==> src/rtl/clz_norm_divider.sv <==
// Multi-cycle signed/unsigned 32-bit divider for the multicycle MIPS datapath.
// The dividend is pre-normalised by an external leading-zero count, so only 32-clz restoring steps run.
module clz_norm_divider #(
  parameter logic [31:0] DIV0_QUOTIENT = 32'hFFFF_FFFF
) (
  input  logic        clk,
  input  logic        rst,
  input  logic        start,
  input  logic        is_signed,
  input  logic [31:0] dividend,
  input  logic [31:0] divisor,
  output logic [31:0] clz_query,
  input  logic [5:0]  clz_count,
  output logic        busy,
  output logic        done,
  output logic [31:0] quotient,
  output logic [31:0] remainder,
  output logic        div_by_zero
);

  typedef enum logic [2:0] {
    S_IDLE  = 3'd0,
    S_PREP  = 3'd1,
    S_NORM  = 3'd2,
    S_ITER  = 3'd3,
    S_FIXUP = 3'd4,
    S_DONE  = 3'd5
  } state_t;

  state_t      state_q, state_d;
  logic        sgn_q, sgn_d;
  logic [31:0] a_q, a_d;
  logic [31:0] b_q, b_d;
  logic        q_neg_q, q_neg_d;
  logic        r_neg_q, r_neg_d;
  logic [31:0] bmag_q, bmag_d;
  logic [31:0] dvd_q, dvd_d;
  logic [31:0] rem_q, rem_d;
  logic [31:0] quo_q, quo_d;
  logic [5:0]  cnt_q, cnt_d;
  logic [31:0] clz_query_q, clz_query_d;
  logic [31:0] quotient_q, quotient_d;
  logic [31:0] remainder_q, remainder_d;
  logic        dz_q, dz_d;
  logic        busy_q, busy_d;
  logic        done_q, done_d;

  logic [31:0] amag_s;
  logic [31:0] bmag_s;
  logic [32:0] shifted_s;
  logic [32:0] diff_s;

  // Next-state and datapath logic for the whole divide sequence
  always_comb begin
    state_d     = state_q;
    sgn_d       = sgn_q;
    a_d         = a_q;
    b_d         = b_q;
    q_neg_d     = q_neg_q;
    r_neg_d     = r_neg_q;
    bmag_d      = bmag_q;
    dvd_d       = dvd_q;
    rem_d       = rem_q;
    quo_d       = quo_q;
    cnt_d       = cnt_q;
    clz_query_d = clz_query_q;
    quotient_d  = quotient_q;
    remainder_d = remainder_q;
    dz_d        = dz_q;
    amag_s      = (sgn_q && a_q[31]) ? (32'd0 - a_q) : a_q;
    bmag_s      = (sgn_q && b_q[31]) ? (32'd0 - b_q) : b_q;
    shifted_s   = {rem_q, dvd_q[31]};
    diff_s      = shifted_s - {1'b0, bmag_q};

    case (state_q)
      S_IDLE, S_DONE: begin
        if (start) begin
          sgn_d   = is_signed;
          a_d     = dividend;
          b_d     = divisor;
          state_d = S_PREP;
        end else begin
          state_d = S_IDLE;
        end
      end
      S_PREP: begin
        q_neg_d     = sgn_q & (a_q[31] ^ b_q[31]);
        r_neg_d     = sgn_q & a_q[31];
        clz_query_d = amag_s;
        bmag_d      = bmag_s;
        if (b_q == 32'd0) begin
          quotient_d  = DIV0_QUOTIENT;
          remainder_d = a_q;
          dz_d        = 1'b1;
          state_d     = S_DONE;
        end else begin
          state_d     = S_NORM;
        end
      end
      S_NORM: begin
        dvd_d = clz_query_q << clz_count;
        cnt_d = 6'd32 - clz_count;
        rem_d = 32'd0;
        quo_d = 32'd0;
        if (clz_count == 6'd32) begin
          state_d = S_FIXUP;
        end else begin
          state_d = S_ITER;
        end
      end
      S_ITER: begin
        // Borrow out of the 33-bit subtraction means the partial remainder is below the divisor.
        if (!diff_s[32]) begin
          rem_d = diff_s[31:0];
          quo_d = {quo_q[30:0], 1'b1};
        end else begin
          rem_d = shifted_s[31:0];
          quo_d = {quo_q[30:0], 1'b0};
        end
        dvd_d = {dvd_q[30:0], 1'b0};
        cnt_d = cnt_q - 6'd1;
        if (cnt_q == 6'd1) begin
          state_d = S_FIXUP;
        end else begin
          state_d = S_ITER;
        end
      end
      S_FIXUP: begin
        quotient_d  = q_neg_q ? (32'd0 - quo_q) : quo_q;
        remainder_d = r_neg_q ? (32'd0 - rem_q) : rem_q;
        dz_d        = 1'b0;
        state_d     = S_DONE;
      end
      default: begin
        state_d = S_IDLE;
      end
    endcase

    busy_d = (state_d == S_PREP) || (state_d == S_NORM) ||
             (state_d == S_ITER) || (state_d == S_FIXUP);
    done_d = (state_d == S_DONE);
  end

  // State and output registers with synchronous reset
  always_ff @(posedge clk) begin
    if (rst) begin
      state_q     <= S_IDLE;
      sgn_q       <= 1'b0;
      a_q         <= 32'd0;
      b_q         <= 32'd0;
      q_neg_q     <= 1'b0;
      r_neg_q     <= 1'b0;
      bmag_q      <= 32'd0;
      dvd_q       <= 32'd0;
      rem_q       <= 32'd0;
      quo_q       <= 32'd0;
      cnt_q       <= 6'd0;
      clz_query_q <= 32'd0;
      quotient_q  <= 32'd0;
      remainder_q <= 32'd0;
      dz_q        <= 1'b0;
      busy_q      <= 1'b0;
      done_q      <= 1'b0;
    end else begin
      state_q     <= state_d;
      sgn_q       <= sgn_d;
      a_q         <= a_d;
      b_q         <= b_d;
      q_neg_q     <= q_neg_d;
      r_neg_q     <= r_neg_d;
      bmag_q      <= bmag_d;
      dvd_q       <= dvd_d;
      rem_q       <= rem_d;
      quo_q       <= quo_d;
      cnt_q       <= cnt_d;
      clz_query_q <= clz_query_d;
      quotient_q  <= quotient_d;
      remainder_q <= remainder_d;
      dz_q        <= dz_d;
      busy_q      <= busy_d;
      done_q      <= done_d;
    end
  end

  assign clz_query   = clz_query_q;
  assign busy        = busy_q;
  assign done        = done_q;
  assign quotient    = quotient_q;
  assign remainder   = remainder_q;
  assign div_by_zero = dz_q;

endmodule
==> config.mk <==
export PLATFORM = sky130hd
export DESIGN_NAME = clz_norm_divider
export DESIGN_NICKNAME = d
export VERILOG_FILES = /design/src/rtl/clz_norm_divider.sv
export SDC_FILE = /design/constraint.sdc
export NUM_CORES = 1
export LEC_CHECK = 0
export CAP_MARGIN = 20
export CORE_UTILIZATION = 30
export DETAILED_ROUTE_END_ITERATION = 8
export HOLD_SLACK_MARGIN = 0.06
export PLACE_DENSITY = 0.46
export SLEW_MARGIN = 20
export SYNTH_ARGS = -nofsm -noshare
export SYNTH_HDL_FRONTEND = slang
export SYNTH_SLANG_ARGS = --single-unit
==> constraint.sdc <==
create_clock -name clk -period 3.7 [get_ports clk]
set_input_delay 0.555 -clock clk [delete_from_list [all_inputs] [get_ports clk]]
set_output_delay 0.555 -clock clk [all_outputs]
set_load 0.02 [all_outputs]
==> summary.md <==
| Metric | Value |
|---|---|
| Antenna cells | `0` |
| LEAKAGE | `0.00763 uW` |
| Post-CTS Resized | `0` |
| CTS root buf | `clkbuf_16` |
| Fill cell count | `5870` |
| First-pass GRT wire length | `88.0 mm` |
| Post-synthesis mux area share | `7.52%` |
| Initial Util | `30.4%` |
| Warnings from Yosys | `0` |
| Sequential-to-total area share from yosys stat | `35.3%` |
| DRT Wirelength | `56.4 mm` |
| Final Power | `9880 uW` |
| Antenna violations before repair | `0` |
| Vias in the first global route | `15100` |
| Vert. Die Dim | `241 um` |
| Syn Std Cell Area | `0.0172 sq mm` |
| Number of flops mapped to enable cells by yosys | `0` |
| PwrDens | `471 mW/mm^2` |
| CTS tree | `built` |
| Cell variety after synth | `77` |
| Clk_lat worst skew | `570 ps` |
| Post-Syn Instances | `2176` |
| Mean Syn Cell Area | `7.90 sq um` |
| Share of layout cells above drive strength 1 | `7.29%` |
| # setup viols final | `0` |
| # placed instances | `2992` |
| CTS Buf Count | `39` |
| Largest cells by area after synthesis | `dfxtp_1 35%, nand2_1 7.5%, a211oi_1 5.6%, a21oi_1 5.1%, mux2i_1 4.8%` |
| Largest family of logic cells by synthesized area | `compound AO/OA/AOI/OAI gates` |
| Final ANT Viol Nets | `0` |
| Hpwl dp | `40.8 mm` |
| Clock tree buffer depth | `3` |
| Syn Nets | `2290` |
| Endpoint type of the worst setup path | `flop` |
| F_max | `301 MHz` |
| IO Count | `173` |
| Delay-heaviest family, CP | `compound AO/OA/AOI/OAI gates` |
| DRC viols | `0` |
| Placed Area | `0.0197 sq mm` |
| Primary FF master, synth | `dfxtp_1` |
| Critical path class | `reg -> reg` |
| Post-synth top area share | `35.3%` |
| Synth Area in Compound Gates | `21.3%` |
| Routed wl met2 | `26.7 mm` |
| Most used cell, CP | `inv_1` |
| Metal3 WL | `2.15 mm` |
| I/O Buffers | `172` |
| Clock Sinks | `303` |
| Final RePlAce weighted congestion | `0.869` |
| Arrival time at the worst endpoint | `3760 ps` |
| Vias post-DR | `15900` |
| Design area | `0.0210 sq mm` |
| Core ar. | `0.0565 sq mm` |
| XOR/XNOR Fraction of Synth Area | `7.03%` |
| Router iterations before antenna repair | `6` |
| CP Buf/Inv Count | `3` |
| Net count, final | `2391` |
| Post-CTS setup buffers | `0` |
| Outcome | `complete, no violations` |
| Simple-Gate Fraction of Synth Area | `20.7%` |
| Cell breakdown of the critical path | `inv_1, ha_1, inv_1, fa_1, a211oi_1, nor2_1, o211ai_1, a21oi_1, o21a_1, o21ai_1, nor3b_4, buf_12, mux2i_1, o21ai_0` |
| Clk_skew | `24.3 ps` |
| Post-Synth Adder-Cell Area | `2.95%` |
| DRT iter0 DRCs | `1046` |
| FF+latch count, synth | `303` |
| WL met1 | `26.0 mm` |
| Fin Hold WS | `461 ps` |
| Maximum VDD drop | `0.312 mV` |
| H-tree Lvls | `2` |
| Die Footprint | `0.0583 sq mm` |
| Die Wd | `241 um` |
| Crit Path Max Fanout | `19` |
| FP Rows | `87` |
| Min cycle time layout | `3320 ps` |
| Critical Path Source Type | `flop` |
| Slowest stage delay, CP | `430 ps` |
| Least-Margin Pin Slew | `1050 ps` |
| CTS clk-pin slew, worst paths | `60 ps` |
| RSZ-0062 raised after global routing | `false` |
| Asr flop ratio synth | `0%` |
| Average wire per standard cell | `18.4 um` |
| Post-synth top area cell | `dfxtp_1` |
| Final Slew Violations | `0` |
| Area Overhead vs Synth | `21.9%` |
| Final hold violations | `0` |
| GR Util All Layers | `19.3%` |
| Post-route insts no fill | `3060` |
| Pin count of the biggest net entering global routing | `147` |
| Crit path required time | `4140 ps` |
| Hold/Removal Path Class | `reg -> reg` |
| Maxcap violations | `0` |
| Highest Signal Layer | `met4` |
| Final setup TNS | `0 ps` |
| Final period util | `89.8%` |
| Remaining global-route overflow | `0` |
| Slew headroom | `30.0%` |
| Routed vias/inst | `5.18` |
| Post-CTS Hold Fix Bufs | `0` |
| Worst path slowest cell | `fa_1` |
-- cells in the mapped netlist (14+ instances only) --
cell / n
nor2_1: 190
inv_1: 60
o21ai_0: 94
nor3_1: 53
mux4_2: 17
a21o_1: 16
nor4_1: 14
nand2b_1: 17
a31oi_1: 39
clkbuf_1: 127
or3_1: 26
ha_1: 39
a21oi_1: 176
buf_1: 26
mux2i_1: 83
o31ai_1: 32
xor2_1: 60
nand2_1: 344
nand3_1: 73
dfxtp_1: 303
o41ai_1: 15
xnor2_1: 78
a211oi_1: 128
-- report_power, final --
group	leakage, uW	total [uW]	switching (uW)	internal [uW]
Sequential	0.00246	3770	290	3480
Combinational	0.00454	2320	1370	950
Clock	0.000622	3790	1540	2250
-- through the flow --
stage	setup WS, ps	util (%)
2_1_floorplan	798	-
4_1_cts	337	37.1
3_3_place_gp	435	34.8
5_1_grt	123	37.1
3_5_place_dp	383	34.8
6_report	377	37.1
-- path summary, 6_finish.rpt --
kind | cells after the start | slack [ps] | to | start
hold reg to reg | 2 | 460 | bmag_q[31]$_SDFFE_PP0N_ | bmag_q[31]$_SDFFE_PP0N_
hold / removal | 2 | 460 | bmag_q[31]$_SDFFE_PP0N_ | bmag_q[31]$_SDFFE_PP0N_
setup reg to reg | 14 | 380 | rem_q[10]$_SDFFE_PP0P_ | dvd_q[31]$_SDFFE_PP0P_
setup / recovery | 14 | 380 | rem_q[10]$_SDFFE_PP0P_ | dvd_q[31]$_SDFFE_PP0P_
-- sequential cells by signal (all words and copies together), names as in the netlist, 6 cells and up --
signal and cells:
cnt_q 6, rem_q 32, quo_q 32, remainder 32, dvd_q 32, a_q 32
clz_query 32, bmag_q 32, quotient 32, b_q 32
-- layer usage --
layer / global-route usage, % / vias up
met3: 2.69 / 84
met5: 0 / -
li1: - / 7960
met1: 25.1 / 7505
met4: 6.44 / 0
met2: 32.8 / 304
-- cell type report --
type                       count  area [sq um]  share of cell area, %
multi-input combinational   1650         10300                   49.0
sequential                   303          6070                   28.9
timing repair buffer         223          2190                   10.4
clock buffer                  55          1120                   5.32
tap                          756           946                   4.51
inverter                      60           225                   1.07
clock inverter                13           160                  0.764
-- cells by family after synthesis --
| family | count (synthesis) |
|---|---|
| and+or+nand+nor | 789 |
| AOI/OAI and AO/OA | 576 |
| DFF | 303 |
| buffers and inverters | 223 |
| xor gates and xnor gates | 138 |
| muxes | 107 |
| adders and majority gates | 40 |
-- layout by cell type (no fill, tap or decap), types with 14 or more instances in the layout --
cell type | Yosys | layout
or3_1 | 26 | 26
xnor2_1 | 78 | 78
o31ai_1 | 32 | 32
dfxtp_1 | 303 | 302
mux2i_1 | 83 | 83
buf_4 | 1 | 44
nand3_1 | 73 | 73
ha_1 | 39 | 39
nor4_1 | 14 | 14
clkbuf_16 | 0 | 39
a211oi_1 | 128 | 128
nand2b_1 | 17 | 16
a31oi_1 | 39 | 39
nand2_1 | 344 | 344
inv_1 | 60 | 60
a21o_1 | 16 | 16
nor2_1 | 190 | 188
clkdlybuf4s50_1 | 0 | 169
xor2_1 | 60 | 60
o41ai_1 | 15 | 15
nor3_1 | 53 | 53
a21oi_1 | 176 | 176
mux4_2 | 17 | 17
o21ai_0 | 94 | 94
-- worst register-to-register path, cell delays in order, from the launching register on --
cell      delay (ps)
dfxtp_1          310
inv_1             90
ha_1             170
inv_1             60
fa_1             430
a211oi_1         230
nor2_1           120
o211ai_1         320
a21oi_1          210
o21a_1           220
o21ai_1          120
nor3b_4          380
buf_12           240
mux2i_1          210
o21ai_0           80
(Power assumes the default switching activity.)
